--- config.mk ---
export PLATFORM = sky130hd
export DESIGN_NAME = ctrl_unit_mc
export DESIGN_NICKNAME = d
export VERILOG_FILES = /design/src/rtl/ctrl_pkg.sv /design/src/rtl/ctrl_decode.sv /design/src/rtl/ctrl_unit_mc.sv
export SDC_FILE = /design/constraint.sdc
export NUM_CORES = 1
export LEC_CHECK = 0
export BUFFER_PORTS_ARGS = -buffer_cell sky130_fd_sc_hd__buf_2
export CELL_PAD_IN_SITES_DETAIL_PLACEMENT = 1
export CELL_PAD_IN_SITES_GLOBAL_PLACEMENT = 1
export CORE_MARGIN = 2
export CORE_UTILIZATION = 31
export DETAILED_ROUTE_END_ITERATION = 16
export HOLD_SLACK_MARGIN = 0.03
export MAX_ROUTING_LAYER = met4
export PLACE_DENSITY_LB_ADDON = 0.1
export REMOVE_ABC_BUFFERS = 1
export SYNTH_ARGS = -nofsm -noshare
export SYNTH_HDL_FRONTEND = slang
export SYNTH_SLANG_ARGS = --single-unit
--- constraint.sdc ---
create_clock -name clk -period 1.65 [get_ports clk]
set_input_delay 0 -clock clk [delete_from_list [all_inputs] [get_ports clk]]
set_output_delay 0 -clock clk [all_outputs]
set_load 0.01 [all_outputs]
--- src/rtl/ctrl_pkg.sv ---
// Shared encodings for the decode/issue controller: cmd codes, ALU ops,
// instruction classes, FSM states and the decoded control bundle.
package ctrl_pkg;

   // cmd = funct[4:1]
   localparam logic [3:0] FMULT    = 4'b0000;
   localparam logic [3:0] FSUB     = 4'b0010;
   localparam logic [3:0] FADD     = 4'b0100;
   localparam logic [3:0] FAVERAGE = 4'b1000;
   localparam logic [3:0] FSTR     = 4'b1010;
   localparam logic [3:0] FSTR_ONE = 4'b1011;
   localparam logic [3:0] FLOAD    = 4'b1100;
   localparam logic [3:0] FPIC     = 4'b1110;
   localparam logic [3:0] FB       = 4'b1111;

   localparam logic [1:0] OPDATA   = 2'b00;
   localparam logic [1:0] OPMEM    = 2'b01;
   localparam logic [1:0] OPBRANCH = 2'b10;

   typedef enum logic [3:0] {
      ADD    = 4'd0,
      SUB    = 4'd1,
      MULT   = 4'd2,
      BUFFER = 4'd3,
      AV     = 4'd4
   } alu_t;

   typedef enum logic [1:0] {
      IDLE      = 2'd0,
      MULT_WAIT = 2'd1,
      AVG_SEQ   = 2'd2
   } state_t;

   // Single-cycle view of one decoded instruction
   typedef struct packed {
      logic alusrc;
      alu_t alu;
      logic memtoreg;
      logic regwrite;
      logic plusone;
      logic branch;
      logic illegal;
      logic is_mult;
      logic is_avg;
   } ctrl_bundle_t;

endpackage

--- src/rtl/ctrl_decode.sv ---
// Purely combinational cmd/opcode decode into the control bundle plus the
// D-stage source selects. Undefined cmds decode to a safe bubble.
module ctrl_decode
   import ctrl_pkg::*;
(
   input  logic [3:0]   cmd,
   input  logic [1:0]   opcode,
   output ctrl_bundle_t bundle,
   output logic [1:0]   regsrc,
   output logic [1:0]   immsrc
);

   // Map cmd to ALU op, write enables and immediate select
   always_comb begin
      bundle        = '0;
      bundle.alu    = BUFFER;
      bundle.alusrc = opcode[0];
      bundle.branch = (opcode == OPBRANCH);
      regsrc        = '0;
      immsrc        = '0;
      unique case (cmd)
         FADD: begin
            bundle.alu      = ADD;
            bundle.regwrite = 1'b1;
         end
         FSUB: begin
            bundle.alu      = SUB;
            bundle.regwrite = 1'b1;
         end
         FMULT: begin
            bundle.alu      = MULT;
            bundle.regwrite = 1'b1;
            bundle.is_mult  = 1'b1;
         end
         FAVERAGE: begin
            bundle.alu      = AV;
            bundle.regwrite = 1'b1;
            bundle.is_avg   = 1'b1;
         end
         FSTR: begin
            immsrc[0] = 1'b1;
         end
         FSTR_ONE: begin
            bundle.plusone  = 1'b1;
            bundle.regwrite = 1'b1;
         end
         FLOAD: begin
            bundle.memtoreg = 1'b1;
            bundle.regwrite = 1'b1;
            immsrc[0]       = 1'b1;
         end
         FPIC: begin
            bundle.regwrite = 1'b0;
         end
         FB: begin
            bundle.regwrite = 1'b1;
            immsrc[1]       = 1'b1;
         end
         default: begin
            // Undefined cmd: no side effects may leak into E
            bundle.illegal = 1'b1;
            bundle.branch  = 1'b0;
         end
      endcase
   end

endmodule

--- src/rtl/ctrl_unit_mc.sv ---
// Decode/issue controller: decodes in D, registers the E-stage bundle and
// sequences multi-cycle MULT and per-channel AVERAGE micro-ops.
// Optional macro CTRL_ILLEGAL_TRAP_EN enables the sticky IllegalTrap flag.
module ctrl_unit_mc
   import ctrl_pkg::*;
#(
   parameter int MULT_LAT = 3,
   parameter int NUM_CH   = 3,
   parameter int CH_W     = (NUM_CH > 1) ? $clog2(NUM_CH) : 1,
   parameter int ALU_W    = 4
)(
   input  logic             clk,
   input  logic             reset,
   input  logic             InstrValidD,
   input  logic [5:0]       funct,
   input  logic [1:0]       opcode,
   input  logic             FlushE,
   output logic             StallD,
   output logic [1:0]       RegSrcD,
   output logic [1:0]       ImmSrcD,
   output logic             IllegalD,
   output logic             ValidE,
   output logic             ALUSrcE,
   output logic [ALU_W-1:0] ALUControlE,
   output logic             MemToRegE,
   output logic             RegWriteE,
   output logic             PlusOneE,
   output logic             BranchE,
   output logic [CH_W-1:0]  ChannelE,
   output logic             LastE,
   output logic             IllegalTrap
);

   localparam int MAXC  = (MULT_LAT > NUM_CH) ? MULT_LAT : NUM_CH;
   localparam int CNT_W = (MAXC > 1) ? $clog2(MAXC) : 1;

   state_t       state;
   logic [CNT_W-1:0] cnt;
   ctrl_bundle_t dec;
   logic         unused_funct;

   assign unused_funct = ^{funct[5], funct[0]};

   ctrl_decode u_decode (
      .cmd    (funct[4:1]),
      .opcode (opcode),
      .bundle (dec),
      .regsrc (RegSrcD),
      .immsrc (ImmSrcD)
   );

   assign IllegalD = InstrValidD & dec.illegal;
   assign StallD   = (state != IDLE);

   // FSM, remaining-cycle counter and E-stage bundle register.
   // Reset, flush and an idle cycle without an instruction all produce the
   // same bubble, so they share one branch.
   always_ff @(posedge clk) begin
      if (reset || FlushE || (state == IDLE && !InstrValidD)) begin
         state       <= IDLE;
         cnt         <= '0;
         ValidE      <= 1'b0;
         ALUSrcE     <= 1'b0;
         ALUControlE <= ALU_W'(BUFFER);
         MemToRegE   <= 1'b0;
         RegWriteE   <= 1'b0;
         PlusOneE    <= 1'b0;
         BranchE     <= 1'b0;
         ChannelE    <= '0;
         LastE       <= 1'b0;
      end else begin
         unique case (state)
            IDLE: begin
               ValidE      <= 1'b1;
               ALUSrcE     <= dec.alusrc;
               ALUControlE <= ALU_W'(dec.alu);
               MemToRegE   <= dec.memtoreg;
               PlusOneE    <= dec.plusone;
               BranchE     <= dec.branch;
               ChannelE    <= '0;
               if (dec.is_mult && MULT_LAT > 1) begin
                  RegWriteE <= 1'b0;
                  LastE     <= 1'b0;
                  cnt       <= CNT_W'(MULT_LAT - 2);
                  state     <= MULT_WAIT;
               end else if (dec.is_avg && NUM_CH > 1) begin
                  RegWriteE <= 1'b0;
                  LastE     <= 1'b0;
                  cnt       <= CNT_W'(NUM_CH - 2);
                  state     <= AVG_SEQ;
               end else begin
                  RegWriteE <= dec.regwrite;
                  LastE     <= 1'b1;
               end
            end
            MULT_WAIT: begin
               if (cnt == '0) begin
                  RegWriteE <= 1'b1;
                  LastE     <= 1'b1;
                  state     <= IDLE;
               end else begin
                  cnt <= cnt - CNT_W'(1);
               end
            end
            AVG_SEQ: begin
               ChannelE <= ChannelE + CH_W'(1);
               if (cnt == '0) begin
                  RegWriteE <= 1'b1;
                  LastE     <= 1'b1;
                  state     <= IDLE;
               end else begin
                  cnt <= cnt - CNT_W'(1);
               end
            end
            default: begin
               state <= IDLE;
               cnt   <= '0;
            end
         endcase
      end
   end

`ifdef CTRL_ILLEGAL_TRAP_EN
   logic accept;
   logic trap_q;

   assign accept = InstrValidD & ~StallD & ~FlushE;

   // Sticky record that an illegal instruction was issued
   always_ff @(posedge clk) begin
      if (reset) begin
         trap_q <= 1'b0;
      end else if (accept && dec.illegal) begin
         trap_q <= 1'b1;
      end
   end

   assign IllegalTrap = trap_q;
`else
   assign IllegalTrap = 1'b0;
`endif

endmodule

==> results of run 1 <==
## worst min-delay path, cell delays in order
cell and delay [ns]:
buf_2 0.16, nand3_1 0.11, a21oi_1 0.06
## power breakdown
| part | internal (mW) | switching (mW) | leakage (nW) |
|---|---|---|---|
| logic | 0.0455 | 0.0585 | 0.349 |
| clock network | 0.135 | 0.141 | 0.0210 |
| registers | 0.392 | 0.00272 | 0.130 |
| total | 0.572 | 0.202 | 0.500 |
## logic make-up (layout without fill, tap and decap cells)
kind of cell,Yosys count,in the layout
xor+xnor,1,1
fa+ha+maj,4,4
other cells,1,4
simple gates,45,45
compound gates,26,26
buf+inv,19,49
mux,2,2
flops,16,16
## timing repair
action | in CTS | in global routing
resized for setup | 0 | 2
endpoints found under the setup margin | 0 | 4
hold endpoints to repair | 2 | 0
hold buffers | 2 | 0
## final timing paths
| path | start | end | slack [ns] | cells past startpoint |
|---|---|---|---|---|
| worst max-delay path | state[0] | cnt[1] | 0.1 | 5 |
| worst min-delay path | funct[4] | ALUControlE[2] | 0.06 | 3 |
| worst max register to register | state[0] | cnt[1] | 0.1 | 5 |
| worst min register to register | BranchE | BranchE | 0.47 | 2 |
## through the flow
stage	hold WS [ns]	power (mW)
after global routing	0.0735	0.815
after CTS	0.0500	0.788
after detailed placement	0.269	0.504
final	0.0631	0.774
after floorplan	0.0544	0.455
after global placement	0.257	0.501
## area by class of cell
type                    count  area, um2
clock buffers               4       36.3
fillers                   352       1610
inverters                   8       30.0
multi-input cells          82        504
flip-flops and latches     16        320
well taps                  31       38.8
repair buffers             37        220
## cells in the final DEF (no fill, tap or decap), drive strengths merged, types with 4 or more instances in the layout
cell type / synthesis / layout
a21oi: 11 / 11
conb: 1 / 4
buf: 9 / 35
o21ai: 5 / 5
ha: 4 / 4
clkbuf: 2 / 4
nor3: 4 / 4
nand2: 8 / 8
dfxtp: 16 / 16
nor2: 11 / 11
nand2b: 4 / 4
inv: 7 / 7
## layer usage
metal  up-vias  routed length (um)  global-route usage (%)
met1       419                1100                    19.9
met5         -                   0                       -
met3         5                  93                    2.01
li1        449                   -                       -
met2        22                1150                    28.4
met4         0                  53                    8.97
## registers in the layout, summed over array words and instances, names as in the netlist
register     flops
ALUSrcE          1
LastE            1
cnt              2
ValidE           1
RegWriteE        1
PlusOneE         1
MemToRegE        1
state            2
BranchE          1
ChannelE         2
ALUControlE      3
==> results.cfg, run 1 <==
[logic_synthesis]
synth_common_cells = 16 x dfxtp_1, 11 x nor2_1, 10 x a21oi_1, 8 x nand2_1, 7 x inv_1
avgSynthCellArea_um2 = 7.91
async_flop_share_pct = 0
synth_top_family_by_area = simple AND/OR/NAND/NOR gates
syn_area_um2 = 902
synth_top_area_share_pct = 35.5
synth_cells = 114
synth_top_cell_by_area = dfxtp_1
ys_seq_elements = 16
synth_ff_type = dfxtp_1
yosysSeqAreaShare_pct = 35.5
synthMuxAreaShare_pct = 2.36
synth_compound_area_share_pct = 18.0
synthTopCellsByArea = dfxtp_1 36%, a21oi_1 5.5%, ha_1 5.5%
synth_fa_ha_area_share_pct = 5.55
synth_edf_count = 0
synth-simple-area-share_pct = 26.2
ys.warnings.count = 0
synthXorXnorAreaFrac_pct = 0.971
synth_most_common_cell = dfxtp_1
synth_cell_type_count = 38

[setup_path]
cpPeakStageDelay_ns = 0.51
worst-setup-path-type = register to register
arrival_ns = 1.79
critical_path_buf_inv_count = 1
end_kind = register
critical-path-top-delay-family = simple AND/OR/NAND/NOR gates
crit_path_cell_trace = inv_1, ha_2, and2_1, or4_4, a21oi_2
critPathRequiredTime_ns = 1.89
cp_slowest_cell = or4_4
startpoint_type = register
worst-path-max-fanout = 4

[routing]
firstDrtPassIters = 4
routedWlPerCell_um = 13.4
drc = 0
vias = 895
viasPerCell = 5.03
first_iter_violations = 24
postRouteAntennaNets = 0
routed_wl_mm = 2.39

[finish]
instances_no_fill = 178
num_antenna_cells = 0
nets = 164
syn2layout_area_growth_pct = 27.5
final_area_um2 = 1150
fin_util_pct = 41.7
drive_gt1_share_pct = 32.7

[cts]
cts_max_level = 1
post_cts_buffers = 0
cts_tree = built
clockBufferDepth = 2
clk_pin_slew_ns = 0.10
cts_made_buffers = 3
clk_latency_ns = 0.30
clockRootBuffer = clkbuf_4
cts.sink_count = 16

[global_route]
grt-ovfl-total = 0
track_usage_pct = 17.0
grt_max_degree = 12
antenna_found_initial = 0
grt_pass1_vias = 921
grt_pass1_wl_mm = 4.17

[die]
row_count = 19
ios = 32
die_height_um = 57.9
initial_core_util_pct = 32.7
coreArea_um2 = 2760
dieArea_um2 = 3360
die_x_um = 57.9

[pwr]
powerDensity_nw_per_um2 = 673
ir_drop_v = 0.000329
leakage_nw = 0.500

[sta]
rsz0062_at_grt = no
fin_worst_skew_ns = 0.00357
fin_tns_setup_ns = 0
min_period_ns = 1.55
setup_ws_ns = 0.0976
hold_viol = 0
final_max_slew_viol_count = 0
setup_viol = 0
post-route-period-util_pct = 94.1
fmax_mhz = 644

[place]
hpwl_mm = 1.85
pre_cts_ws_ns = 0.0595
placed_cell_area_um2 = 1080
port_buffers = 25
dp.cells = 172
place_congestion = 0.799

[hold_path]
hold_class = input pin to register

[outcome]
outcome = complete, no violations

[run]
drv_cap = 0
Note: power is estimated with default switching activity, not from simulation.
==> run 2: changes to the inputs <==
Settings changed: CORE_UTILIZATION 31 to 36, CTS_CLUSTER_DIAMETER set to 120.
Clock period 1.65 ns to 2 ns, I/O delays scaled along.
==> run 2 against run 1 <==
Against the previous run:
- clock-buffer cell count did not move
- critical path depth did not move
- flip-flop and latch count unchanged
- die area is 13% lower
- first-iteration DRC count decreased by 75%
- critical endpoint unchanged
- register-to-register slack better by 0.09 ns
- power decreased by 18%
- fmax shrank 15%
- worst hold slack got worse by 0.0082 ns
- cell count decreased by 3.4%
- via count shrank 3.2%
- global-route usage grew 1.3 points
==> results.cfg, run 2 (synthesis gave the netlist of run 1 again) <==
[routing]
viasPerCell = 5.03
drc = 0
firstDrtPassIters = 3
postRouteAntennaNets = 0
vias = 866
routedWlPerCell_um = 13.2
routed_wl_mm = 2.27
first_iter_violations = 6

[sta]
post-route-period-util_pct = 90.9
rsz0062_at_grt = no
setup_viol = 0
hold_slack_ns = 0.0550
min_period_ns = 1.82
final_max_slew_viol_count = 0
fin_worst_skew_ns = 0.00435
hold_viol = 0
fmax_mhz = 550

[die]
coreArea_um2 = 2430
row_count = 18
die_height_um = 54.1
dieArea_um2 = 2920
ios = 32
initial_core_util_pct = 37.1
die_x_um = 54.1

[place]
hpwl_mm = 1.74
placed_cell_area_um2 = 1040
place_congestion = 0.785
port_buffers = 25

[pwr]
leakage_nw = 0.474
p_int_uw = 469
powerDensity_nw_per_um2 = 575
ir_drop_v = 0.000250
p_seq_share_pct = 51.5
p_clk_share_pct = 35.7
combPwrFrac_pct = 12.9
swShare_pct = 25.9
switching_power_uw = 164

[setup_path]
arrival_ns = 2.05
critical_path_buf_inv_count = 1
critical-path-top-delay-family = simple AND/OR/NAND/NOR gates
startpoint_type = register
end_kind = register
worst-path-max-fanout = 8
cpPeakStageDelay_ns = 0.52
cp.depth = 5
critPathRequiredTime_ns = 2.23
cp_slowest_cell = or4_4
worst-setup-path-type = register to register
rr_worst_depth = 5
reg2reg_slack_ns = 0.18
crit_path_cell_trace = inv_1, ha_1, and2_1, or4_4, a21oi_2

[finish]
regMostFlops = ALUControlE
syn2layout_area_growth_pct = 22.1
nets = 159
fillers = 318
num_antenna_cells = 0
mostFrequentLayoutCell = buf_2
final_cell_mix = 25 x buf_2, 16 x dfxtp_1, 11 x nor2_1
final_area_um2 = 1100
drive_gt1_share_pct = 28.9
largest_register_ffs = 3

[global_route]
track_usage_pct = 18.3
grt_pass1_vias = 888
grt_max_degree = 12
antenna_found_initial = 0
grt_pass1_wl_mm = 3.77
grt-ovfl-total = 0

[cts]
cts_tree = built
clockBufferDepth = 2
cts_made_buffers = 3
cts_max_level = 1
ctsResizeCount = 0
clk_pin_slew_ns = 0.11
cts.sink_count = 16
clk_latency_ns = 0.29
clockRootBuffer = clkbuf_4

[outcome]
outcome = complete, no violations

[hold_path]
holdPathStages = 3
hold_class = input pin to register

[run]
drv_cap = 0
[run 2: changes by cell type in the layout (fill, tap and decap cells not counted), sizes merged]
cell / change
buf: -5
[run 2: routing by layer]
layer	GRT usage [%]	part of all wire, %	vias to the layer above
met3	2.50	4.2	2
met5	-	0	-
li1	-	-	438
met2	33.3	49	21
met1	21.2	46	405
met4	3.75	0.66	0
[run 2: power groups by stage]
stage               Clock, mW  Sequential, mW  Combinational, mW
floorplan                   0           0.335             0.0398
global placement            0           0.333             0.0777
global route            0.246           0.327             0.0928
CTS                     0.236           0.326             0.0828
finish                  0.226           0.326             0.0815
detailed placement          0           0.333             0.0793
[run 2: final timing paths]
check                               startpoint        endpoint
worst max register to register        state[0]          cnt[1]
worst min register to register  ALUControlE[2]  ALUControlE[2]
worst min-delay path               InstrValidD         ALUSrcE
worst max-delay path                  state[0]          cnt[1]
[run 2: tightest hold or removal path, delay by kind of cell]
kind                   cells  cell delay, ns
AOI/OAI and AO/OA          1            0.12
buffers and inverters      1            0.09
and+or+nand+nor            1            0.11
[run 2: through the flow]
step | utilization [%] | worst slack (ns) | total power [mW] | TNS, ns | cells
after floorplan | - | -0.0940 | 0.375 | -0.817 | 106
after global placement | 43.0 | 0.295 | 0.411 | 0 | 166
after detailed placement | 43.0 | 0.218 | 0.412 | 0 | 166
after CTS | 45.3 | 0.176 | 0.645 | 0 | 172
after global routing | 45.3 | 0.123 | 0.666 | 0 | 172
final | 45.3 | 0.183 | 0.633 | 0 | 172
[run 2: layout make-up]
type | count | area (um2) | share of cell area (%)
multi-input cells | 82 | 494 | 44.9
flip-flops and latches | 16 | 320 | 29.1
repair buffers | 32 | 183 | 16.6
well taps | 30 | 37.5 | 3.41
clock buffers | 4 | 36.3 | 3.30
inverters | 8 | 30.0 | 2.73
[run 2: repair_timing]
item,CTS,global route
endpoints found under the hold margin,2,0
hold buffers,2,0
buffers inserted,0,0
